<file path="src/rtl/xprog_loader_pkg.sv">
// Shared types and constants for the serial program loader.
// Word width, address width, FSM encoding and frame limits.
package xprog_loader_pkg;

    localparam int INSTR_W         = 32;
    localparam int PROG_ROM_ADDR_W = 8;
    localparam int LEN_W           = 16;
    localparam int MAX_WORDS       = 1 << PROG_ROM_ADDR_W;

    typedef enum logic [2:0] {
        ST_IDLE,
        ST_LEN_LO,
        ST_LEN_HI,
        ST_DATA,
        ST_WRITE,
        ST_CSUM,
        ST_DONE,
        ST_ERR
    } state_t;

    function automatic logic takes_byte(state_t s);
        return s inside {ST_LEN_LO, ST_LEN_HI, ST_DATA, ST_CSUM};
    endfunction

    function automatic logic in_session(state_t s);
        return s inside {ST_LEN_LO, ST_LEN_HI, ST_DATA, ST_WRITE, ST_CSUM};
    endfunction

endpackage

</file>
<file path="src/rtl/xprog_loader_word_asm.sv">
// Byte-to-word assembler: little-endian shift register with a
// byte index; word_full flags the load that completes a word.
module xprog_word_asm #(
    parameter int BPW = 4
) (
    input  logic             clk,
    input  logic             rst,
    input  logic             clr,
    input  logic             load,
    input  logic [7:0]       byte_in,
    output logic [8*BPW-1:0] word,
    output logic             word_full
);

    localparam int IDX_W = (BPW > 1) ? $clog2(BPW) : 1;

    logic [8*BPW-1:0] word_q, word_d;
    logic [IDX_W-1:0] idx_q, idx_d;
    logic [8*BPW+7:0] shifted;

    assign word_full = load && (idx_q == IDX_W'(BPW - 1));
    // New bytes enter at the top, so byte 0 ends up in bits [7:0].
    assign shifted   = {byte_in, word_q};
    assign word      = word_q;

    always_comb begin
        word_d = word_q;
        idx_d  = idx_q;
        if (clr) begin
            word_d = '0;
            idx_d  = '0;
        end else if (load) begin
            word_d = shifted[8*BPW+7:8];
            idx_d  = word_full ? '0 : idx_q + 1'b1;
        end
    end

    always_ff @(posedge clk) begin
        if (rst) begin
            word_q <= '0;
            idx_q  <= '0;
        end else begin
            word_q <= word_d;
            idx_q  <= idx_d;
        end
    end

endmodule

</file>
<file path="src/rtl/xprog_loader.sv">
// Streams a length-prefixed, XOR-checked image into program RAM
// and holds the CPU in reset until a valid image has landed.
module xprog_loader
    import xprog_loader_pkg::*;
#(
    parameter int BPW = INSTR_W / 8
) (
    input  logic                       clk,
    input  logic                       rst,
    input  logic                       start,
    input  logic                       byte_valid,
    input  logic [7:0]                 byte_data,
    output logic                       byte_ready,
    output logic                       mem_we,
    output logic [PROG_ROM_ADDR_W-1:0] mem_addr,
    output logic [8*BPW-1:0]           mem_wdata,
    output logic                       busy,
    output logic                       done,
    output logic                       err,
    output logic                       cpu_rst
);

    state_t                     state_q, state_d;
    logic [7:0]                 len_lo_q, len_lo_d;
    logic [LEN_W-1:0]           left_q, left_d;
    logic [7:0]                 csum_q, csum_d;
    logic [PROG_ROM_ADDR_W-1:0] addr_q, addr_d;
    logic                       byte_ready_q, byte_ready_d;
    logic                       mem_we_q, mem_we_d;
    logic                       busy_q, busy_d;
    logic                       done_q, done_d;
    logic                       err_q, err_d;
    logic                       cpu_rst_q, cpu_rst_d;

    logic             accept;
    logic             asm_clr;
    logic             asm_load;
    logic             word_full;
    logic [LEN_W-1:0] len_n;

    assign accept   = byte_valid && byte_ready_q;
    assign asm_load = accept && (state_q == ST_DATA);
    assign len_n    = {byte_data, len_lo_q};

    xprog_word_asm #(.BPW(BPW)) u_asm (
        .clk       (clk),
        .rst       (rst),
        .clr       (asm_clr),
        .load      (asm_load),
        .byte_in   (byte_data),
        .word      (mem_wdata),
        .word_full (word_full)
    );

    always_comb begin
        state_d  = state_q;
        len_lo_d = len_lo_q;
        left_d   = left_q;
        csum_d   = csum_q;
        addr_d   = addr_q;
        asm_clr  = 1'b0;
        unique case (state_q)
            ST_IDLE, ST_DONE, ST_ERR: begin
                if (start) begin
                    state_d = ST_LEN_LO;
                    csum_d  = '0;
                    addr_d  = '0;
                    left_d  = '0;
                    asm_clr = 1'b1;
                end
            end
            ST_LEN_LO: begin
                if (accept) begin
                    len_lo_d = byte_data;
                    csum_d   = csum_q ^ byte_data;
                    state_d  = ST_LEN_HI;
                end
            end
            ST_LEN_HI: begin
                if (accept) begin
                    csum_d = csum_q ^ byte_data;
                    left_d = len_n;
                    if (len_n == '0)
                        state_d = ST_CSUM;
                    else if (len_n > LEN_W'(MAX_WORDS))
                        state_d = ST_ERR;
                    else
                        state_d = ST_DATA;
                end
            end
            ST_DATA: begin
                if (accept) begin
                    csum_d = csum_q ^ byte_data;
                    if (word_full)
                        state_d = ST_WRITE;
                end
            end
            ST_WRITE: begin
                addr_d  = addr_q + 1'b1;
                left_d  = left_q - 1'b1;
                state_d = (left_q == LEN_W'(1)) ? ST_CSUM : ST_DATA;
            end
            ST_CSUM: begin
                if (accept)
                    state_d = (byte_data == csum_q) ? ST_DONE : ST_ERR;
            end
            default: state_d = ST_IDLE;
        endcase

        // Outputs are registered copies of the next-state decode.
        byte_ready_d = takes_byte(state_d);
        busy_d       = in_session(state_d);
        mem_we_d     = (state_d == ST_WRITE);
        done_d       = (state_d == ST_DONE);
        err_d        = (state_d == ST_ERR);
        cpu_rst_d    = (state_d != ST_DONE);
    end

    always_ff @(posedge clk) begin
        if (rst) begin
            state_q      <= ST_IDLE;
            len_lo_q     <= '0;
            left_q       <= '0;
            csum_q       <= '0;
            addr_q       <= '0;
            byte_ready_q <= 1'b0;
            mem_we_q     <= 1'b0;
            busy_q       <= 1'b0;
            done_q       <= 1'b0;
            err_q        <= 1'b0;
            cpu_rst_q    <= 1'b1;
        end else begin
            state_q      <= state_d;
            len_lo_q     <= len_lo_d;
            left_q       <= left_d;
            csum_q       <= csum_d;
            addr_q       <= addr_d;
            byte_ready_q <= byte_ready_d;
            mem_we_q     <= mem_we_d;
            busy_q       <= busy_d;
            done_q       <= done_d;
            err_q        <= err_d;
            cpu_rst_q    <= cpu_rst_d;
        end
    end

    assign byte_ready = byte_ready_q;
    assign mem_we     = mem_we_q;
    assign mem_addr   = addr_q;
    assign busy       = busy_q;
    assign done       = done_q;
    assign err        = err_q;
    assign cpu_rst    = cpu_rst_q;

endmodule

</file>
<file path="config.mk">
export PLATFORM = sky130hd
export DESIGN_NAME = xprog_loader
export DESIGN_NICKNAME = d
export VERILOG_FILES = /design/src/rtl/xprog_loader_pkg.sv /design/src/rtl/xprog_loader_word_asm.sv /design/src/rtl/xprog_loader.sv
export SDC_FILE = /design/constraint.sdc
export NUM_CORES = 1
export LEC_CHECK = 0
export CORE_MARGIN = 2
export CORE_UTILIZATION = 45
export CTS_CLUSTER_DIAMETER = 100
export CTS_CLUSTER_SIZE = 20
export DETAILED_ROUTE_END_ITERATION = 8
export PLACE_DENSITY = 0.69
export SLEW_MARGIN = 20
export SYNTH_ARGS = -nofsm -noshare
export SYNTH_HDL_FRONTEND = slang
export SYNTH_SLANG_ARGS = --single-unit
</file>
<file path="constraint.sdc">
create_clock -name clk -period 2.6 [get_ports clk]
set_clock_uncertainty 0.15 [all_clocks]
set_input_delay 0.39 -clock clk [delete_from_list [all_inputs] [get_ports clk]]
set_output_delay 0.39 -clock clk [all_outputs]
set_load 0.1 [all_outputs]
</file>
==> impl_results.html, run 1 <==
<table>
<tr><th>Metric</th><th>Value</th></tr>
<tr><th colspan="2">Synthesis</th></tr>
<tr><td>Mean instance size in the synthesized netlist</td><td>7.91 um^2</td></tr>
<tr><td>Most area-hungry cell type in the Yosys netlist</td><td>sky130_fd_sc_hd__dfxtp_1</td></tr>
<tr><td>Sequential element share of the synthesized area</td><td>43.9%</td></tr>
<tr><td>Yosys synthesis warning count</td><td>0</td></tr>
<tr><td>Netlist cell types</td><td>49</td></tr>
<tr><td>Synth Cell Area</td><td>3780 um^2</td></tr>
<tr><td>Commonest register cell after synthesis</td><td>sky130_fd_sc_hd__dfxtp_1</td></tr>
<tr><td>Synthesized instance count</td><td>478</td></tr>
<tr><td>Syn nets</td><td>494</td></tr>
<tr><td>Top area cells in the synthesized netlist</td><td>sky130_fd_sc_hd__dfxtp_1, sky130_fd_sc_hd__a21oi_1, sky130_fd_sc_hd__nand2_1, sky130_fd_sc_hd__nor2_1, sky130_fd_sc_hd__clkbuf_1</td></tr>
<tr><td>Fraction of synthesis flops using an asynchronous set or reset pin</td><td>0%</td></tr>
<tr><td>Share of Yosys cell area claimed by the top area cell type</td><td>43.9%</td></tr>
<tr><td>Count of flip-flops with a built-in enable after synthesis</td><td>0</td></tr>
<tr><td>Total of flip-flops plus latches after synthesis</td><td>83</td></tr>
<tr><th colspan="2">Clock tree</th></tr>
<tr><td>Number of H-tree levels</td><td>3</td></tr>
<tr><td>Number of clock sinks</td><td>83</td></tr>
<tr><td>Number of CTS-inserted buffers</td><td>9</td></tr>
<tr><td>Later-pin clock latency in the skew report</td><td>0.36 ns</td></tr>
<tr><td>TritonCTS clock tree</td><td>built</td></tr>
<tr><td>Number of buffers on the longest clock path</td><td>2</td></tr>
<tr><td>CTS-repair resized insts</td><td>0</td></tr>
<tr><td>Worst-path clk slew</td><td>0.09 ns</td></tr>
<tr><td>Root buffer selected by CTS</td><td>sky130_fd_sc_hd__clkbuf_8</td></tr>
<tr><td>Hold Buf Count CTS</td><td>0</td></tr>
<tr><td>Buffer count from post-CTS setup fixing</td><td>0</td></tr>
<tr><th colspan="2">Timing</th></tr>
<tr><td>Clock period minus final worst setup slack</td><td>2.27 ns</td></tr>
<tr><td>Hold Fails Final Rpt</td><td>0</td></tr>
<tr><td>FMAX</td><td>440 MHz</td></tr>
<tr><td>RSZ-0062 raised after global routing</td><td>false</td></tr>
<tr><td>Number of slew-limit violations in the final report</td><td>0</td></tr>
<tr><td>Min Hold Slack</td><td>0.310 ns</td></tr>
<tr><td>Final critical-path setup slack</td><td>0.325 ns</td></tr>
<tr><td>Final worst-path cycle share</td><td>87.5%</td></tr>
<tr><td>Headroom to the max-slew limit</td><td>59.4%</td></tr>
<tr><td>Setup total negative slack</td><td>0 ns</td></tr>
<tr><td>Tightest Pin Transition</td><td>0.603 ns</td></tr>
<tr><td>Final Setup Violations</td><td>0</td></tr>
<tr><th colspan="2">Detailed routing</th></tr>
<tr><td>Number of antenna-violating nets in the routed design</td><td>0</td></tr>
<tr><td>Vias</td><td>3676</td></tr>
<tr><td>Total length of routed met3 wires</td><td>548 um</td></tr>
<tr><td>Average wire length per cell after detail routing</td><td>15.2 um</td></tr>
<tr><td>Post-route DRC</td><td>0</td></tr>
<tr><td>Uppermost signal routing layer after detailed routing</td><td>met4</td></tr>
<tr><td>Routed metal-1 wire length</td><td>4570 um</td></tr>
<tr><td>Routed wire length on met2</td><td>4540 um</td></tr>
<tr><td>Number of iterations in the first detailed-routing pass</td><td>5</td></tr>
<tr><td>Iter 0 DRT Violations</td><td>220</td></tr>
<tr><td>Total length of routed wires</td><td>9830 um</td></tr>
<tr><td>Via density</td><td>5.66</td></tr>
<tr><th colspan="2">Power</th></tr>
<tr><td>Static Leak</td><td>0.00182 uW</td></tr>
<tr><td>Switching component of the power</td><td>878 uW</td></tr>
<tr><td>Relative contribution of sequential cells to total power</td><td>46.8%</td></tr>
<tr><td>Total power</td><td>2870 uW</td></tr>
<tr><td>Clock share of power</td><td>34.4%</td></tr>
<tr><td>Portion of total power attributed to combinational logic</td><td>18.7%</td></tr>
<tr><td>Internal Pwr Total</td><td>1990 uW</td></tr>
<tr><td>Sw Ratio</td><td>30.7%</td></tr>
<tr><td>Worst ir drop on vdd</td><td>0.309 mV</td></tr>
<tr><td>Areal power density over the cells</td><td>614 nW/um^2</td></tr>
<tr><th colspan="2">GRT</th></tr>
<tr><td>Vias in the first global route</td><td>3147</td></tr>
<tr><td>Total grt overflow</td><td>0</td></tr>
<tr><td>Largest net degree at the start of global routing</td><td>42</td></tr>
<tr><td>First-pass GRT wire length</td><td>15700 um</td></tr>
<tr><td>Number of antenna violations at the first check in global routing</td><td>0</td></tr>
<tr><td>Overall global routing resource usage</td><td>22.2%</td></tr>
<tr><th colspan="2">Critical path</th></tr>
<tr><td>Startpoint type of the worst setup path</td><td>flip-flop</td></tr>
<tr><td>Crit path cell chain</td><td>or4_1, nor3_2, a31o_2, nand3_1, nor3_1, a211oi_1</td></tr>
<tr><td>Data arrival time at the worst-slack endpoint</td><td>2.37 ns</td></tr>
<tr><td>Critical path's largest stage delay</td><td>0.58 ns</td></tr>
<tr><td>Critical-path top delay cell</td><td>sky130_fd_sc_hd__or4_1</td></tr>
<tr><td>Kind of critical path</td><td>reg -&gt; reg</td></tr>
<tr><td>CP Data Required Time</td><td>2.69 ns</td></tr>
<tr><td>Setup crit end kind</td><td>flip-flop</td></tr>
<tr><td>Largest fanout on the critical path</td><td>7</td></tr>
<tr><th colspan="2">Die</th></tr>
<tr><td>Rows</td><td>33</td></tr>
<tr><td>IO Pins</td><td>58</td></tr>
<tr><td>Initial standard-cell utilization of the core</td><td>46.3%</td></tr>
<tr><td>Die Height</td><td>95.7 um</td></tr>
<tr><td>Area inside the core boundary</td><td>8180 um^2</td></tr>
<tr><td>Area enclosed by the die boundary</td><td>9150 um^2</td></tr>
<tr><td>Die extent in x</td><td>95.7 um</td></tr>
<tr><th colspan="2">Status</th></tr>
<tr><td>Run status</td><td>finished clean</td></tr>
<tr><th colspan="2">Layout</th></tr>
<tr><td>N_diodes</td><td>0</td></tr>
<tr><td>Proportion of layout cells with a drive suffix above 1</td><td>18.2%</td></tr>
<tr><td>Finished layout cell area</td><td>4670 um^2</td></tr>
<tr><td>Fillcell total</td><td>777</td></tr>
<tr><td>Final nets</td><td>555</td></tr>
<tr><td>Area Overhead vs Synth</td><td>23.5%</td></tr>
<tr><th colspan="2">Placed design</th></tr>
<tr><td>Quantity of I/O buffers inserted on ports</td><td>57</td></tr>
<tr><td>Final Wtd Congestion</td><td>0.867</td></tr>
<tr><td>Placement Cell Area</td><td>4460 um^2</td></tr>
<tr><td>Half-perimeter wire length of the detailed placement result</td><td>7000 um</td></tr>
<tr><td>Setup slack after placement</td><td>0.0801 ns</td></tr>
<tr><th colspan="2">Flow run</th></tr>
<tr><td>Max Cap Viol</td><td>0</td></tr>
<tr><th colspan="2">Hold path</th></tr>
<tr><td>Class of the worst hold path</td><td>reg -&gt; reg</td></tr>
</table>
[cell type report]
class | instances | area, um^2 | share of cell area (%)
clock buffer | 10 | 138 | 2.95
sequential | 83 | 1660 | 35.6
timing repair buffer | 87 | 693 | 14.8
multi-input combinational | 353 | 1960 | 41.9
inverter | 5 | 18.8 | 0.402
clock inverter | 6 | 71.3 | 1.53
tap | 105 | 131 | 2.81
[cell families after synthesis]
family	count (synthesis)	share of synthesized area [%]
flops	83	43.9
simple gates	198	24.8
fa+ha+maj	4	1.32
buf+inv	42	4.33
compound gates	132	20.9
xor+xnor	11	2.55
mux	8	2.12
[placed cells by master, fill, tap and decap left out, drive strengths merged, types with 8 or more instances in the layout]
master | Yosys | routed
clkbuf | 29 | 10
nand3b | 12 | 12
mux2i | 8 | 8
xnor2 | 8 | 8
nor3 | 11 | 11
nand3 | 9 | 9
nor2 | 44 | 44
o21ai | 26 | 26
buf | 8 | 76
inv | 5 | 8
a21oi | 64 | 64
clkdlybuf4s50 | 0 | 11
nand2 | 85 | 85
dfxtp | 83 | 83
[critical path, delay by kind of cell, from the launching register on]
family,cells,cell delay (ns)
DFF,1,0.37
AOI/OAI and AO/OA,2,0.31
and+or+nand+nor,4,1.31
[power groups by stage]
stage	clock network (uW)	logic (uW)	registers, uW
2_1_floorplan	0	316	1410
3_3_place_gp	0	518	1370
3_5_place_dp	0	530	1370
4_1_cts	994	532	1340
5_1_grt	1060	586	1350
6_report	986	537	1340
[final timing paths]
kind	start	end	slack (ns)	cells after the start
max	left_q[4]$_SDFFE_PP0P_	busy$_SDFF_PP0_	0.33	6
min	u_asm.word[3]$_SDFFE_PP0P_	u_asm.word[3]$_SDFFE_PP0P_	0.31	2
max reg2reg	left_q[4]$_SDFFE_PP0P_	busy$_SDFF_PP0_	0.33	6
min reg2reg	u_asm.word[3]$_SDFFE_PP0P_	u_asm.word[3]$_SDFFE_PP0P_	0.31	2
[flip-flops by register name, indices dropped and copies added (netlist names)]
name         count
csum_q           8
mem_we           1
cpu_rst          1
err              1
mem_addr         8
u_asm.idx_q      2
busy             1
done             1
state_q          3
len_lo_q         8
byte_ready       1
left_q          16
u_asm.word      32
[stage by stage]
step	instances	util (%)
global route	649	57.1
detailed placement	633	54.6
CTS	649	57.1
global placement	633	54.6
finish	649	57.1
floorplan	478	-
[cell usage after synthesis (4+ instances only)]
| cell type | instances |
|---|---|
| sky130_fd_sc_hd__a211oi_1 | 5 |
| sky130_fd_sc_hd__a21oi_1 | 64 |
| sky130_fd_sc_hd__a221oi_1 | 4 |
| sky130_fd_sc_hd__a22oi_1 | 4 |
| sky130_fd_sc_hd__a31oi_1 | 5 |
| sky130_fd_sc_hd__a32o_1 | 4 |
| sky130_fd_sc_hd__and3_1 | 5 |
| sky130_fd_sc_hd__buf_2 | 5 |
| sky130_fd_sc_hd__clkbuf_1 | 29 |
| sky130_fd_sc_hd__dfxtp_1 | 83 |
| sky130_fd_sc_hd__ha_1 | 4 |
| sky130_fd_sc_hd__inv_1 | 5 |
| sky130_fd_sc_hd__mux2i_1 | 8 |
| sky130_fd_sc_hd__nand2_1 | 85 |
| sky130_fd_sc_hd__nand3_1 | 9 |
| sky130_fd_sc_hd__nand3b_1 | 12 |
| sky130_fd_sc_hd__nand4_1 | 6 |
| sky130_fd_sc_hd__nor2_1 | 44 |
| sky130_fd_sc_hd__nor3_1 | 10 |
| sky130_fd_sc_hd__nor4_1 | 7 |
| sky130_fd_sc_hd__o21ai_0 | 21 |
| sky130_fd_sc_hd__o21ai_1 | 5 |
| sky130_fd_sc_hd__xnor2_1 | 8 |
[metal layers]
layer | GRT usage [%] | vias to the layer above
met5 | 0 | -
met3 | 3.95 | 17
met1 | 30.4 | 1741
met2 | 34.1 | 111
met4 | 9.29 | 0
li1 | - | 1807
No activity file was read; power rests on OpenSTA's default activity.
==> inputs of run 2 (changes only) <==
CORE_UTILIZATION = 40   (was 45)
PLACE_DENSITY = 0.61   (was 0.69)
SLEW_MARGIN = default   (was 20)
==> impl_results.html, run 2 (synthesis gave the netlist of run 1 again) <==
<table>
<tr><th>Metric</th><th>Value</th></tr>
<tr><th colspan="2">Critical path</th></tr>
<tr><td>Largest fanout on the critical path</td><td>7 (unchanged)</td></tr>
<tr><td>Startpoint type of the worst setup path</td><td>flip-flop</td></tr>
<tr><td>Reg2reg setup slack</td><td>0.35 ns (+0.03 ns)</td></tr>
<tr><td>CP Data Required Time</td><td>2.66 ns (-0.03 ns)</td></tr>
<tr><td>Worst r2r path cells</td><td>5 (-1)</td></tr>
<tr><td>Kind of critical path</td><td>reg -&gt; reg</td></tr>
<tr><td>Data arrival time at the worst-slack endpoint</td><td>2.31 ns (-0.06 ns)</td></tr>
<tr><td>Setup crit end kind</td><td>flip-flop</td></tr>
<tr><th colspan="2">Placed design</th></tr>
<tr><td>Final Wtd Congestion</td><td>0.850 (-1.9%)</td></tr>
<tr><td>Quantity of I/O buffers inserted on ports</td><td>57 (unchanged)</td></tr>
<tr><td>Half-perimeter wire length of the detailed placement result</td><td>7210 um (+2.9%)</td></tr>
<tr><th colspan="2">Power</th></tr>
<tr><td>Areal power density over the cells</td><td>609 nW/um^2 (-0.80%)</td></tr>
<tr><td>Clock share of power</td><td>34.2% (-0.2 points)</td></tr>
<tr><td>Total power</td><td>2840 uW (-0.77%)</td></tr>
<tr><td>Sw Ratio</td><td>30.2% (-0.41 points)</td></tr>
<tr><td>Worst ir drop on vdd</td><td>0.242 mV (-22%)</td></tr>
<tr><td>Portion of total power attributed to combinational logic</td><td>18.3% (-0.4 points)</td></tr>
<tr><td>Internal Pwr Total</td><td>1980 uW (-0.19%)</td></tr>
<tr><td>Static Leak</td><td>0.00182 uW (-0.25%)</td></tr>
<tr><td>Relative contribution of sequential cells to total power</td><td>47.5% (+0.7 points)</td></tr>
<tr><td>Switching component of the power</td><td>860 uW (-2.1%)</td></tr>
<tr><th colspan="2">Detailed routing</th></tr>
<tr><td>Average wire length per cell after detail routing</td><td>15.4 um (+1.8%)</td></tr>
<tr><td>Iter 0 DRT Violations</td><td>135 (-39%)</td></tr>
<tr><td>Number of iterations in the first detailed-routing pass</td><td>5 (unchanged)</td></tr>
<tr><td>Vias</td><td>3597 (-2.1%)</td></tr>
<tr><td>Post-route DRC</td><td>0 (unchanged)</td></tr>
<tr><td>Via density</td><td>5.50 (-2.9%)</td></tr>
<tr><td>Total length of routed wires</td><td>10100 um (+2.6%)</td></tr>
<tr><td>Number of antenna-violating nets in the routed design</td><td>0 (unchanged)</td></tr>
<tr><th colspan="2">Die</th></tr>
<tr><td>Rows</td><td>35 (+6.1%)</td></tr>
<tr><td>Die extent in x</td><td>101 um (+5.8%)</td></tr>
<tr><td>Die Height</td><td>101 um (+5.8%)</td></tr>
<tr><td>Area inside the core boundary</td><td>9200 um^2 (+12%)</td></tr>
<tr><td>IO Pins</td><td>58 (unchanged)</td></tr>
<tr><td>Area enclosed by the die boundary</td><td>10200 um^2 (+12%)</td></tr>
<tr><td>Initial standard-cell utilization of the core</td><td>41.1% (-5.1 points)</td></tr>
<tr><th colspan="2">Layout</th></tr>
<tr><td>Multi-input gate area in the final layout</td><td>1960 um^2 (unchanged)</td></tr>
<tr><td>Area Overhead vs Synth</td><td>23.5% (about the same)</td></tr>
<tr><td>Most used cells in the layout excluding fill and tap cells</td><td>sky130_fd_sc_hd__nand2_1, sky130_fd_sc_hd__dfxtp_1, sky130_fd_sc_hd__buf_4</td></tr>
<tr><td>Sequential cell area</td><td>1660 um^2 (unchanged)</td></tr>
<tr><td>Fillcell total</td><td>906 (+17%)</td></tr>
<tr><td>N_diodes</td><td>0 (unchanged)</td></tr>
<tr><td>Final nets</td><td>554 (-0.18%)</td></tr>
<tr><td>Largest register FFs</td><td>32 (unchanged)</td></tr>
<tr><td>Proportion of layout cells with a drive suffix above 1</td><td>18.0% (-0.15 points)</td></tr>
<tr><td>Commonest non-fill, non-tap cell in the layout</td><td>sky130_fd_sc_hd__nand2_1</td></tr>
<tr><th colspan="2">Clock tree</th></tr>
<tr><td>Hold Buf Count CTS</td><td>0 (unchanged)</td></tr>
<tr><td>Number of CTS-inserted buffers</td><td>9 (unchanged)</td></tr>
<tr><td>Worst-path clk slew</td><td>0.09 ns (about the same)</td></tr>
<tr><td>Number of H-tree levels</td><td>3 (unchanged)</td></tr>
<tr><td>Number of clock sinks</td><td>83 (unchanged)</td></tr>
<tr><td>Root buffer selected by CTS</td><td>sky130_fd_sc_hd__clkbuf_8</td></tr>
<tr><td>Buffer count from post-CTS setup fixing</td><td>0 (unchanged)</td></tr>
<tr><td>CTS-repair resized insts</td><td>0 (unchanged)</td></tr>
<tr><td>TritonCTS clock tree</td><td>built</td></tr>
<tr><td>Later-pin clock latency in the skew report</td><td>0.36 ns (about the same)</td></tr>
<tr><td>Number of buffers on the longest clock path</td><td>2 (unchanged)</td></tr>
<tr><th colspan="2">GRT</th></tr>
<tr><td>First-pass GRT wire length</td><td>16400 um (+4.3%)</td></tr>
<tr><td>Total grt overflow</td><td>0 (unchanged)</td></tr>
<tr><td>Largest net degree at the start of global routing</td><td>36 (-14%)</td></tr>
<tr><td>Vias in the first global route</td><td>3346 (+6.3%)</td></tr>
<tr><td>Overall global routing resource usage</td><td>20.1% (-2.1 points)</td></tr>
<tr><td>Number of antenna violations at the first check in global routing</td><td>0 (unchanged)</td></tr>
<tr><th colspan="2">Hold path</th></tr>
<tr><td>Cell depth of the worst hold path</td><td>2 (unchanged)</td></tr>
<tr><td>Class of the worst hold path</td><td>reg -&gt; reg</td></tr>
<tr><th colspan="2">Timing</th></tr>
<tr><td>Final Setup Violations</td><td>0 (unchanged)</td></tr>
<tr><td>Setup total negative slack</td><td>0 ns (unchanged)</td></tr>
<tr><td>Clock period minus final worst setup slack</td><td>2.25 ns (-0.0265 ns)</td></tr>
<tr><td>Hold Fails Final Rpt</td><td>0 (unchanged)</td></tr>
<tr><td>Final worst-path cycle share</td><td>86.5% (-1.0 points)</td></tr>
<tr><td>FMAX</td><td>445 MHz (+1.2%)</td></tr>
<tr><td>Number of slew-limit violations in the final report</td><td>0 (unchanged)</td></tr>
<tr><td>Headroom to the max-slew limit</td><td>61.0% (+1.6 points)</td></tr>
<tr><td>RSZ-0062 raised after global routing</td><td>false</td></tr>
<tr><td>Tightest Pin Transition</td><td>0.580 ns (-0.0235 ns)</td></tr>
<tr><th colspan="2">Flow run</th></tr>
<tr><td>Max Cap Viol</td><td>0 (unchanged)</td></tr>
<tr><th colspan="2">Status</th></tr>
<tr><td>Run status</td><td>finished clean</td></tr>
</table>
run 2: power groups by stage:
stage / registers [uW] / logic [uW] / clock network (uW)
2_1_floorplan: 1410 / 316 / 0
3_3_place_gp: 1380 / 513 / 0
3_5_place_dp: 1380 / 517 / 0
4_1_cts: 1350 / 519 / 998
5_1_grt: 1360 / 568 / 1050
6_report: 1350 / 520 / 973
run 2: through the flow:
stage | hold WS (ns) | instances | area [um^2] | util [%] | setup slack, ns
finish | 0.305 | 654 | 4670 | 50.8 | 0.352
detailed placement | 0.298 | 638 | 4460 | 48.5 | 0.0908
floorplan | 0.290 | 478 | 3780 | - | 0.0923
CTS | 0.311 | 654 | 4670 | 50.8 | 0.349
global route | 0.331 | 654 | 4670 | 50.8 | 0.226
global placement | 0.292 | 638 | 4460 | 48.5 | 0.0658
run 2: area by class of cell:
class | instances | share of cell area [%]
multi-input combinational | 353 | 41.9
inverter | 5 | 0.402
timing repair buffer | 86 | 14.7
clock buffer | 10 | 2.95
clock inverter | 6 | 1.55
sequential | 83 | 35.6
tap | 111 | 2.97
run 2: worst max-delay path: stages (launching register included):
cell	delay (ns)
sky130_fd_sc_hd__dfxtp_1	0.37
sky130_fd_sc_hd__or4_1	0.59
sky130_fd_sc_hd__nor3_2	0.32
sky130_fd_sc_hd__nand4_1	0.20
sky130_fd_sc_hd__a31oi_1	0.32
sky130_fd_sc_hd__nand3_1	0.15
run 2: per-layer routing:
layer,vias to the layer above,track usage (%),part of all wire [%]
li1,1802,-,-
met1,1692,26.9,47
met2,96,32.4,47
met3,7,3.45,5.7
met4,0,7.59,1.0
met5,-,0,0
run 2: worst paths after layout:
path	startpoint	to
setup / recovery	left_q[4]$_SDFFE_PP0P_	cpu_rst$_SDFF_PP1_
hold / removal	u_asm.word[3]$_SDFFE_PP0P_	u_asm.word[3]$_SDFFE_PP0P_
setup reg to reg	left_q[4]$_SDFFE_PP0P_	cpu_rst$_SDFF_PP1_
hold reg to reg	u_asm.word[3]$_SDFFE_PP0P_	u_asm.word[3]$_SDFFE_PP0P_
